[config.mk]
export PLATFORM = sky130hd
export DESIGN_NAME = mem_op_sequencer_flat
export DESIGN_NICKNAME = d
export VERILOG_FILES = /design/src/rtl/mem_op_sequencer_if.sv /design/src/rtl/mem_op_sequencer.sv /design/src/flat_wrapper.sv
export SDC_FILE = /design/constraint.sdc
export NUM_CORES = 1
export LEC_CHECK = 0
export CAP_MARGIN = 20
export CELL_PAD_IN_SITES_DETAIL_PLACEMENT = 0
export CELL_PAD_IN_SITES_GLOBAL_PLACEMENT = 1
export CORE_MARGIN = 4
export CORE_UTILIZATION = 42
export CTS_BUF_LIST = sky130_fd_sc_hd__clkbuf_2
export DETAILED_ROUTE_END_ITERATION = 12
export HOLD_SLACK_MARGIN = 0.12
export PLACE_DENSITY_LB_ADDON = 0.1
export SLEW_MARGIN = 20
export SYNTH_ARGS = -nofsm -noshare
export SYNTH_HDL_FRONTEND = slang
export SYNTH_SLANG_ARGS = --single-unit
export TNS_END_PERCENT = 20
[constraint.sdc]
create_clock -name clock -period 5.8 [get_ports clock]
set_clock_uncertainty 0.15 [all_clocks]
set_input_delay 0.87 -clock clock [delete_from_list [all_inputs] [get_ports clock]]
set_output_delay 0.87 -clock clock [all_outputs]
set_load 0.01 [all_outputs]
[src/rtl/mem_op_sequencer_if.sv]
// ----------------------------------------------------------------------------
// mem_op_sequencer_if
//   Bundles the control-sequencer <-> datapath/memory signals.
//   master : the sequencer (consumes start/ir_op/mem_ready, drives controls)
//   slave  : the datapath/memory side (the reverse directions)
//   Signals:
//     start, ir_op[4:0], mem_ready            -> sequencer inputs
//     pc_out, zlo_out, mdr_out, c_out          bus drivers
//     pc_in, mar_in, mdr_in, ir_in, y_in,
//     z_in, inc_pc                             register enables / PC increment
//     gra, grb, rin, rout, ba_out              select-and-encode controls
//     read, write                              memory strobes
//     alu_sel[ALU_W-1:0]                       ALU operation
//     busy, done, err, t_state[3:0]            status
// ----------------------------------------------------------------------------
interface mem_op_sequencer_if #(
  parameter int unsigned ALU_W = 6
);
  logic             start;
  logic [4:0]       ir_op;
  logic             mem_ready;
  logic             pc_out, zlo_out, mdr_out, c_out;
  logic             pc_in, mar_in, mdr_in, ir_in, y_in, z_in, inc_pc;
  logic             gra, grb, rin, rout, ba_out;
  logic             read, write;
  logic [ALU_W-1:0] alu_sel;
  logic             busy, done, err;
  logic [3:0]       t_state;

  modport master (
    input  start, ir_op, mem_ready,
    output pc_out, zlo_out, mdr_out, c_out,
    output pc_in, mar_in, mdr_in, ir_in, y_in, z_in, inc_pc,
    output gra, grb, rin, rout, ba_out,
    output read, write, alu_sel, busy, done, err, t_state
  );

  modport slave (
    output start, ir_op, mem_ready,
    input  pc_out, zlo_out, mdr_out, c_out,
    input  pc_in, mar_in, mdr_in, ir_in, y_in, z_in, inc_pc,
    input  gra, grb, rin, rout, ba_out,
    input  read, write, alu_sel, busy, done, err, t_state
  );
endinterface

[src/rtl/mem_op_sequencer.sv]
// ----------------------------------------------------------------------------
// mem_op_sequencer
//   Control sequencer for the memory-class instructions ld, ldi and st.
//   Walks fetch (T0..T2) and execute (T3..T7) T-states; each T-state lasts at
//   least STEP_CYCLES clocks, and memory T-states additionally wait for
//   mem_ready, falling into ERR after STEP_CYCLES+WAIT_MAX clocks without it.
//   Ports:
//     clock : system clock, rising edge
//     clr   : asynchronous reset, active low
//     bus   : mem_op_sequencer_if.master (handshake inputs, datapath controls)
//   Every control/status output is a flop holding the decode of the state
//   register, so outputs follow a state change by one clock and stay constant
//   for the whole T-state.
// ----------------------------------------------------------------------------
module mem_op_sequencer #(
  parameter int unsigned      STEP_CYCLES = 4,
  parameter int unsigned      ALU_W       = 6,
  parameter logic [ALU_W-1:0] ALU_ADD     = {ALU_W{1'b0}},
  parameter int unsigned      WAIT_MAX    = 15,
  parameter logic [4:0]       OP_LD       = 5'b00000,
  parameter logic [4:0]       OP_LDI      = 5'b00001,
  parameter logic [4:0]       OP_ST       = 5'b00010
) (
  input logic              clock,
  input logic              clr,
  mem_op_sequencer_if.master bus
);

  localparam int unsigned LIMIT = STEP_CYCLES + WAIT_MAX;
  localparam int unsigned CNT_W = $clog2(LIMIT + 1);
  localparam logic [CNT_W-1:0] STEP_LAST = CNT_W'(STEP_CYCLES - 1);
  localparam logic [CNT_W-1:0] WAIT_LAST = CNT_W'(LIMIT - 1);

  typedef enum logic [3:0] {
    S_T0   = 4'd0,  S_T1 = 4'd1, S_T2 = 4'd2, S_T3 = 4'd3,
    S_T4   = 4'd4,  S_T5 = 4'd5, S_T6 = 4'd6, S_T7 = 4'd7,
    S_DONE = 4'd8,  S_ERR = 4'd9, S_IDLE = 4'd15
  } state_e;

  typedef struct packed {
    logic             pc_out, zlo_out, mdr_out, c_out;
    logic             pc_in, mar_in, mdr_in, ir_in, y_in, z_in, inc_pc;
    logic             gra, grb, rin, rout, ba_out;
    logic             read, write;
    logic [ALU_W-1:0] alu_sel;
    logic             busy, done, err;
    logic [3:0]       t_state;
  } ctrl_t;

  state_e           state_q, state_d, step_next;
  logic [4:0]       op_q, op_d;
  logic [CNT_W-1:0] cnt_q, cnt_d;
  ctrl_t            ctrl_q, ctrl_d;
  logic             mem_state, advance, timeout, op_ok;

  // Step qualifiers: dwell expiry, memory handshake and wait timeout.
  always_comb begin
    mem_state = 1'b0;
    case (state_q)
      S_T1:    mem_state = 1'b1;
      S_T6:    mem_state = (op_q == OP_LD);
      S_T7:    mem_state = (op_q == OP_ST);
      default: mem_state = 1'b0;
    endcase
    advance = (cnt_q >= STEP_LAST) && (!mem_state || bus.mem_ready);
    timeout = mem_state && !bus.mem_ready && (cnt_q == WAIT_LAST);
    op_ok   = (bus.ir_op == OP_LD) || (bus.ir_op == OP_LDI) || (bus.ir_op == OP_ST);
  end

  // Next-state, opcode capture and dwell counter.
  always_comb begin
    state_d   = state_q;
    op_d      = op_q;
    cnt_d     = cnt_q;
    step_next = S_IDLE;
    case (state_q)
      S_T0:    step_next = S_T1;
      S_T1:    step_next = S_T2;
      S_T2:    step_next = op_ok ? S_T3 : S_ERR;   // decode uses IR as latched
      S_T3:    step_next = S_T4;
      S_T4:    step_next = S_T5;
      S_T5:    step_next = (op_q == OP_LDI) ? S_DONE : S_T6;
      S_T6:    step_next = S_T7;
      S_T7:    step_next = S_DONE;
      default: step_next = S_IDLE;
    endcase

    case (state_q)
      S_IDLE: state_d = bus.start ? S_T0 : S_IDLE;
      S_DONE: state_d = S_IDLE;
      S_ERR:  state_d = bus.start ? S_T0 : S_ERR;
      S_T0, S_T1, S_T2, S_T3, S_T4, S_T5, S_T6, S_T7: begin
        if (timeout) begin
          state_d = S_ERR;
        end else if (advance) begin
          state_d = step_next;
        end else begin
          state_d = state_q;
        end
      end
      default: state_d = S_IDLE;
    endcase

    if ((state_q == S_T2) && advance) begin
      op_d = bus.ir_op;
    end else begin
      op_d = op_q;
    end

    // Counter restarts on every state entry; it only runs inside T-states.
    if ((state_d != state_q) || (state_q > S_T7)) begin
      cnt_d = {CNT_W{1'b0}};
    end else begin
      cnt_d = cnt_q + CNT_W'(1);
    end
  end

  // Control decode for the current state (registered below).
  always_comb begin
    ctrl_d         = '0;
    ctrl_d.t_state = state_q;
    ctrl_d.busy    = (state_q <= S_T7);
    case (state_q)
      S_T0: begin
        ctrl_d.pc_out = 1'b1;
        ctrl_d.mar_in = 1'b1;
        ctrl_d.inc_pc = 1'b1;
      end
      S_T1: begin
        ctrl_d.read   = 1'b1;
        ctrl_d.mdr_in = 1'b1;
      end
      S_T2: begin
        ctrl_d.mdr_out = 1'b1;
        ctrl_d.ir_in   = 1'b1;
      end
      S_T3: begin
        ctrl_d.grb    = 1'b1;
        ctrl_d.ba_out = 1'b1;
        ctrl_d.y_in   = 1'b1;
      end
      S_T4: begin
        ctrl_d.c_out   = 1'b1;
        ctrl_d.z_in    = 1'b1;
        ctrl_d.alu_sel = ALU_ADD;
      end
      S_T5: begin
        ctrl_d.zlo_out = 1'b1;
        if (op_q == OP_LDI) begin
          ctrl_d.gra = 1'b1;
          ctrl_d.rin = 1'b1;
        end else begin
          ctrl_d.mar_in = 1'b1;
        end
      end
      S_T6: begin
        ctrl_d.mdr_in = 1'b1;
        if (op_q == OP_ST) begin
          ctrl_d.gra  = 1'b1;
          ctrl_d.rout = 1'b1;
        end else begin
          ctrl_d.read = 1'b1;
        end
      end
      S_T7: begin
        if (op_q == OP_ST) begin
          ctrl_d.write = 1'b1;
        end else begin
          ctrl_d.mdr_out = 1'b1;
          ctrl_d.gra     = 1'b1;
          ctrl_d.rin     = 1'b1;
        end
      end
      S_DONE:  ctrl_d.done = 1'b1;
      S_ERR:   ctrl_d.err  = 1'b1;
      default: ctrl_d.busy = 1'b0;
    endcase
  end

  // State, opcode, counter and output registers.
  always_ff @(posedge clock or negedge clr) begin
    if (!clr) begin
      state_q        <= S_IDLE;
      op_q           <= 5'b00000;
      cnt_q          <= {CNT_W{1'b0}};
      ctrl_q         <= '0;
      ctrl_q.t_state <= S_IDLE;
    end else begin
      state_q <= state_d;
      op_q    <= op_d;
      cnt_q   <= cnt_d;
      ctrl_q  <= ctrl_d;
    end
  end

  assign bus.pc_out  = ctrl_q.pc_out;
  assign bus.zlo_out = ctrl_q.zlo_out;
  assign bus.mdr_out = ctrl_q.mdr_out;
  assign bus.c_out   = ctrl_q.c_out;
  assign bus.pc_in   = ctrl_q.pc_in;
  assign bus.mar_in  = ctrl_q.mar_in;
  assign bus.mdr_in  = ctrl_q.mdr_in;
  assign bus.ir_in   = ctrl_q.ir_in;
  assign bus.y_in    = ctrl_q.y_in;
  assign bus.z_in    = ctrl_q.z_in;
  assign bus.inc_pc  = ctrl_q.inc_pc;
  assign bus.gra     = ctrl_q.gra;
  assign bus.grb     = ctrl_q.grb;
  assign bus.rin     = ctrl_q.rin;
  assign bus.rout    = ctrl_q.rout;
  assign bus.ba_out  = ctrl_q.ba_out;
  assign bus.read    = ctrl_q.read;
  assign bus.write   = ctrl_q.write;
  assign bus.alu_sel = ctrl_q.alu_sel;
  assign bus.busy    = ctrl_q.busy;
  assign bus.done    = ctrl_q.done;
  assign bus.err     = ctrl_q.err;
  assign bus.t_state = ctrl_q.t_state;

endmodule
[src/flat_wrapper.sv]
// flat-port wrapper written by rule: the top's interface ports become plain ports
module mem_op_sequencer_flat 
#(
  parameter int unsigned      STEP_CYCLES = 4,
  parameter int unsigned      ALU_W       = 6,
  parameter logic [ALU_W-1:0] ALU_ADD     = {ALU_W{1'b0}},
  parameter int unsigned      WAIT_MAX    = 15,
  parameter logic [4:0]       OP_LD       = 5'b00000,
  parameter logic [4:0]       OP_LDI      = 5'b00001,
  parameter logic [4:0]       OP_ST       = 5'b00010
)
  (clock, clr, bus_start, bus_ir_op, bus_mem_ready, bus_pc_out, bus_zlo_out, bus_mdr_out, bus_c_out, bus_pc_in, bus_mar_in, bus_mdr_in, bus_ir_in, bus_y_in, bus_z_in, bus_inc_pc, bus_gra, bus_grb, bus_rin, bus_rout, bus_ba_out, bus_read, bus_write, bus_alu_sel, bus_busy, bus_done, bus_err, bus_t_state);
  mem_op_sequencer_if #(.ALU_W(ALU_W)) bus_i ();
  input logic clock;
  input logic clr;
  input wire logic [$bits(bus_i.start)-1:0] bus_start;
  input wire logic [$bits(bus_i.ir_op)-1:0] bus_ir_op;
  input wire logic [$bits(bus_i.mem_ready)-1:0] bus_mem_ready;
  output wire logic [$bits(bus_i.pc_out)-1:0] bus_pc_out;
  output wire logic [$bits(bus_i.zlo_out)-1:0] bus_zlo_out;
  output wire logic [$bits(bus_i.mdr_out)-1:0] bus_mdr_out;
  output wire logic [$bits(bus_i.c_out)-1:0] bus_c_out;
  output wire logic [$bits(bus_i.pc_in)-1:0] bus_pc_in;
  output wire logic [$bits(bus_i.mar_in)-1:0] bus_mar_in;
  output wire logic [$bits(bus_i.mdr_in)-1:0] bus_mdr_in;
  output wire logic [$bits(bus_i.ir_in)-1:0] bus_ir_in;
  output wire logic [$bits(bus_i.y_in)-1:0] bus_y_in;
  output wire logic [$bits(bus_i.z_in)-1:0] bus_z_in;
  output wire logic [$bits(bus_i.inc_pc)-1:0] bus_inc_pc;
  output wire logic [$bits(bus_i.gra)-1:0] bus_gra;
  output wire logic [$bits(bus_i.grb)-1:0] bus_grb;
  output wire logic [$bits(bus_i.rin)-1:0] bus_rin;
  output wire logic [$bits(bus_i.rout)-1:0] bus_rout;
  output wire logic [$bits(bus_i.ba_out)-1:0] bus_ba_out;
  output wire logic [$bits(bus_i.read)-1:0] bus_read;
  output wire logic [$bits(bus_i.write)-1:0] bus_write;
  output wire logic [$bits(bus_i.alu_sel)-1:0] bus_alu_sel;
  output wire logic [$bits(bus_i.busy)-1:0] bus_busy;
  output wire logic [$bits(bus_i.done)-1:0] bus_done;
  output wire logic [$bits(bus_i.err)-1:0] bus_err;
  output wire logic [$bits(bus_i.t_state)-1:0] bus_t_state;
  assign bus_i.start = bus_start;
  assign bus_i.ir_op = bus_ir_op;
  assign bus_i.mem_ready = bus_mem_ready;
  assign bus_pc_out = bus_i.pc_out;
  assign bus_zlo_out = bus_i.zlo_out;
  assign bus_mdr_out = bus_i.mdr_out;
  assign bus_c_out = bus_i.c_out;
  assign bus_pc_in = bus_i.pc_in;
  assign bus_mar_in = bus_i.mar_in;
  assign bus_mdr_in = bus_i.mdr_in;
  assign bus_ir_in = bus_i.ir_in;
  assign bus_y_in = bus_i.y_in;
  assign bus_z_in = bus_i.z_in;
  assign bus_inc_pc = bus_i.inc_pc;
  assign bus_gra = bus_i.gra;
  assign bus_grb = bus_i.grb;
  assign bus_rin = bus_i.rin;
  assign bus_rout = bus_i.rout;
  assign bus_ba_out = bus_i.ba_out;
  assign bus_read = bus_i.read;
  assign bus_write = bus_i.write;
  assign bus_alu_sel = bus_i.alu_sel;
  assign bus_busy = bus_i.busy;
  assign bus_done = bus_i.done;
  assign bus_err = bus_i.err;
  assign bus_t_state = bus_i.t_state;
  mem_op_sequencer #(.STEP_CYCLES(STEP_CYCLES), .ALU_W(ALU_W), .ALU_ADD(ALU_ADD), .WAIT_MAX(WAIT_MAX), .OP_LD(OP_LD), .OP_LDI(OP_LDI), .OP_ST(OP_ST)) u_core (.clock(clock), .clr(clr), .bus(bus_i));
endmodule
==> impl_results.md <==
- TritonCTS clock tree: done
- First drt pass iteration count: 6
- Die ar.: 4855 um^2
- Clock tree buffer depth: 2
- Multi-input logic area: 644.4 um^2
- First-pass GRT wire length: 5181 um
- Sw Share: 39.91%
- FMAX: 406.5 MHz
- Clk slew on worst S/H paths: 0.17 ns
- Top_reg_cell synth: dfrtp_1
- Setup Total Neg Slack: 0 ns
- Num Clock Sinks: 34
- Diode count: 0
- Clk_lat worst skew: 0.37 ns
- Initial antenna violation count: 0
- Gpl congestion: 0.8154
- Tcrit/Tclk final: 42.41%
- Die Y: 69.68 um
- Largest delay contributor family on the critical path: flip-flops
- Max-slew violation count: 0
- Wirelength, routed: 2996 um
- Overall power: 0.0009737 W
- Via density: 5.040
- Initial drt markers: 89
- Antenna-violating nets left: 0
- Fraction of registers with async set/reset: 100.0%
- Stages on worst setup path: 1
- Flop pwr share: 45.3%
- Required time worst endpoint: 4.78 ns
- Root Buffer Master: clkbuf_2
- Logic pwr share: 43.7%
- Kind of critical path: reg -> out
- Post-CTS Hold Buffers: 0
- R2R cell count: 4
- Area growth from synthesis to layout: 21.38%
- Nets@finish: 187
- P_int: 0.0005851 W
- Cells on Worst Hold Path: 0
- Worst hold slack: 0.3595 ns
- Share of the synthesized area in the top cell type: 40.72%
- Fin crit period: 2.460 ns
- Reg area: 860.8 um^2
- Starting Density: 43.64%
- Hold Fails Final Rpt: 0
- PortBufs: 32
- Leak Pwr: 0.8693 nW
- Slew margin rel.: 63.62%
- DRC viols: 0
- CORE AREA: 3661 um^2
- Slowest cell on crit path: dfstp_2
- Syn avg cell area: 10.87 um^2
- Post-synthesis register bit count: 34
- Switching power: 0.0003886 W
- GR Overflow Total: 0
- Cell taking the most area after synthesis: dfrtp_1
- CP peak stage delay: 0.55 ns
- Final setup viols: 0
- Post-CTS Setup Bufs: 0
- Rows: 22
- Yosys cell types: 46
- Most common cell in the netlist: dfrtp_1
- Tot GR Track Use: 13.31%
- CP startpoint kind: register
- Crit-path cells: clkdlybuf4s50_1
- Num CTS Buffers: 5
- Post-CTS resize count: 0
- Detailed placer's ending HPWL: 2116 um
- I/O pin cnt: 40
- Buf/Inv on CP: 1
- Worst Max-Slew Pin Slew: 0.5407 ns
- Cells after Synth: 147
- Ranking of synthesized cells by area: dfrtp_1 (41%), dfstp_2 (13%), buf_4 (5.2%), mux2_1 (3.5%), nor2_1 (3.5%)
- Largest net degree at the start of global routing: 35
- Peak VDD IR: 0.2273 mV
- Die width: 69.68 um
- Outcome: finished clean
- Routed length per instance: 13.32 um
- Number of enable flip-flop cells after synthesis: 0
- PD cells: 502.1 nW/um^2
- Clock share of power: 11.0%
- Hold Path Class: reg -> reg
- CP Data Arrival Time: 1.44 ns
- Synthesized cell area: 1598 um^2
- Crit Path Max Fanout: 1
- Most frequent cells after synthesis: dfrtp_1 (26), nor2_1 (15), nand2_1 (13)
- Vias in the first global route: 1087
- Via count: 1134
- Share of cells above drive strength 1: 11.86%
- H-tree levels: 2
- Synth Warn #: 0
- CP endpoint kind: output port
- Setup repair after global routing missed its margin: false
- Max-cap check violation count: 0
- Seq/Total Area, Yosys: 53.88%
- Fill cell count: 342
-- power groups by stage --
stage,Sequential [W],Clock [W],Combinational (W)
5_1_grt,0.000460,0.000126,0.000471
4_1_cts,0.000439,0.000112,0.000431
2_1_floorplan,0.000411,0,0.000299
6_report,0.000441,0.000107,0.000425
3_3_place_gp,0.000442,0,0.000424
3_5_place_dp,0.000445,0,0.000430
-- per-stage QoR --
step	setup WS, ns	instance area [um^2]	instances	util [%]
2_1_floorplan	3.525	1620	153	-
3_3_place_gp	3.298	1901	217	51.91
3_5_place_dp	3.209	1901	217	51.91
4_1_cts	3.310	1939	225	52.97
5_1_grt	3.242	1939	225	52.97
6_report	3.340	1939	225	52.97
-- cell families after synthesis --
| logic type | synth area share, % |
|---|---|
| AND/OR/NAND/NOR | 17.70 |
| flip-flops | 53.88 |
| AO/OA/AOI/OAI | 12.53 |
| buffers and inverters | 7.204 |
| multiplexers | 4.150 |
| XOR/XNOR | 2.741 |
| adder cells (fa/ha/maj) | 1.566 |
| other | 0.2347 |
-- cells in the final DEF (no fill, tap or decap), drive strengths merged, types with 2 or more instances in the layout --
cell | Yosys | final
nor3 | 7 | 7
and3 | 2 | 2
a21boi | 2 | 2
xnor2 | 2 | 2
nor2b | 2 | 2
a21oi | 2 | 2
a21o | 2 | 2
mux2 | 5 | 5
dfrtp | 26 | 26
o21ai | 6 | 6
nand2 | 13 | 13
xor2 | 3 | 3
dfstp | 8 | 8
ha | 2 | 2
clkinv | 1 | 3
clkdlybuf4s50 | 0 | 32
nor2 | 15 | 15
conb | 1 | 7
nor4 | 5 | 5
nand3 | 4 | 4
clkbuf | 3 | 6
nand2b | 4 | 4
-- worst register-to-register path: stages, from the launching register on --
cell	delay, ns
dfstp_2	0.78
or4b_1	0.51
o41a_1	0.20
o211ai_4	0.27
mux2_1	0.35
-- final timing paths --
kind,from,to,slack [ns]
setup / recovery,u_core.bus.t_state[2],bus_t_state[2],3.34
hold / removal,u_core.state_q[3],u_core.bus.t_state[3],0.36
setup reg to reg,u_core.state_q[0],u_core.op_q[0],3.45
hold reg to reg,u_core.state_q[3],u_core.bus.t_state[3],0.36
max in group asynchronous,clr,u_core.bus.t_state[3],4.44
min in group asynchronous,clr,u_core.bus.err,0.73
-- cell type report --
cell class                      count  area share, %
Sequential cell                    34          44.39
Multi-Input combinational cell    100          33.23
Inverter                            2         0.3871
Clock inverter                      2         0.4516
Clock buffer                        6          1.548
Tap cell                           48          3.097
Timing Repair Buffer               33          16.90
-- state kept, by name, indices dropped and copies added, names as in the netlist, 4 cells and up --
register            count
u_core.state_q          4
u_core.bus.t_state      4
u_core.op_q             5
u_core.cnt_q            5
-- layer usage --
metal  global-route usage, %  routed length (um)  vias to the layer above
li1                        -                   -                      555
met1                   16.07                1302                      539
met2                   21.50                1462                       37
met3                   5.362                 206                        3
met4                   4.681                  25                        0
met5                       0                   0                        -
Note: power is estimated with default switching activity, not from simulation.
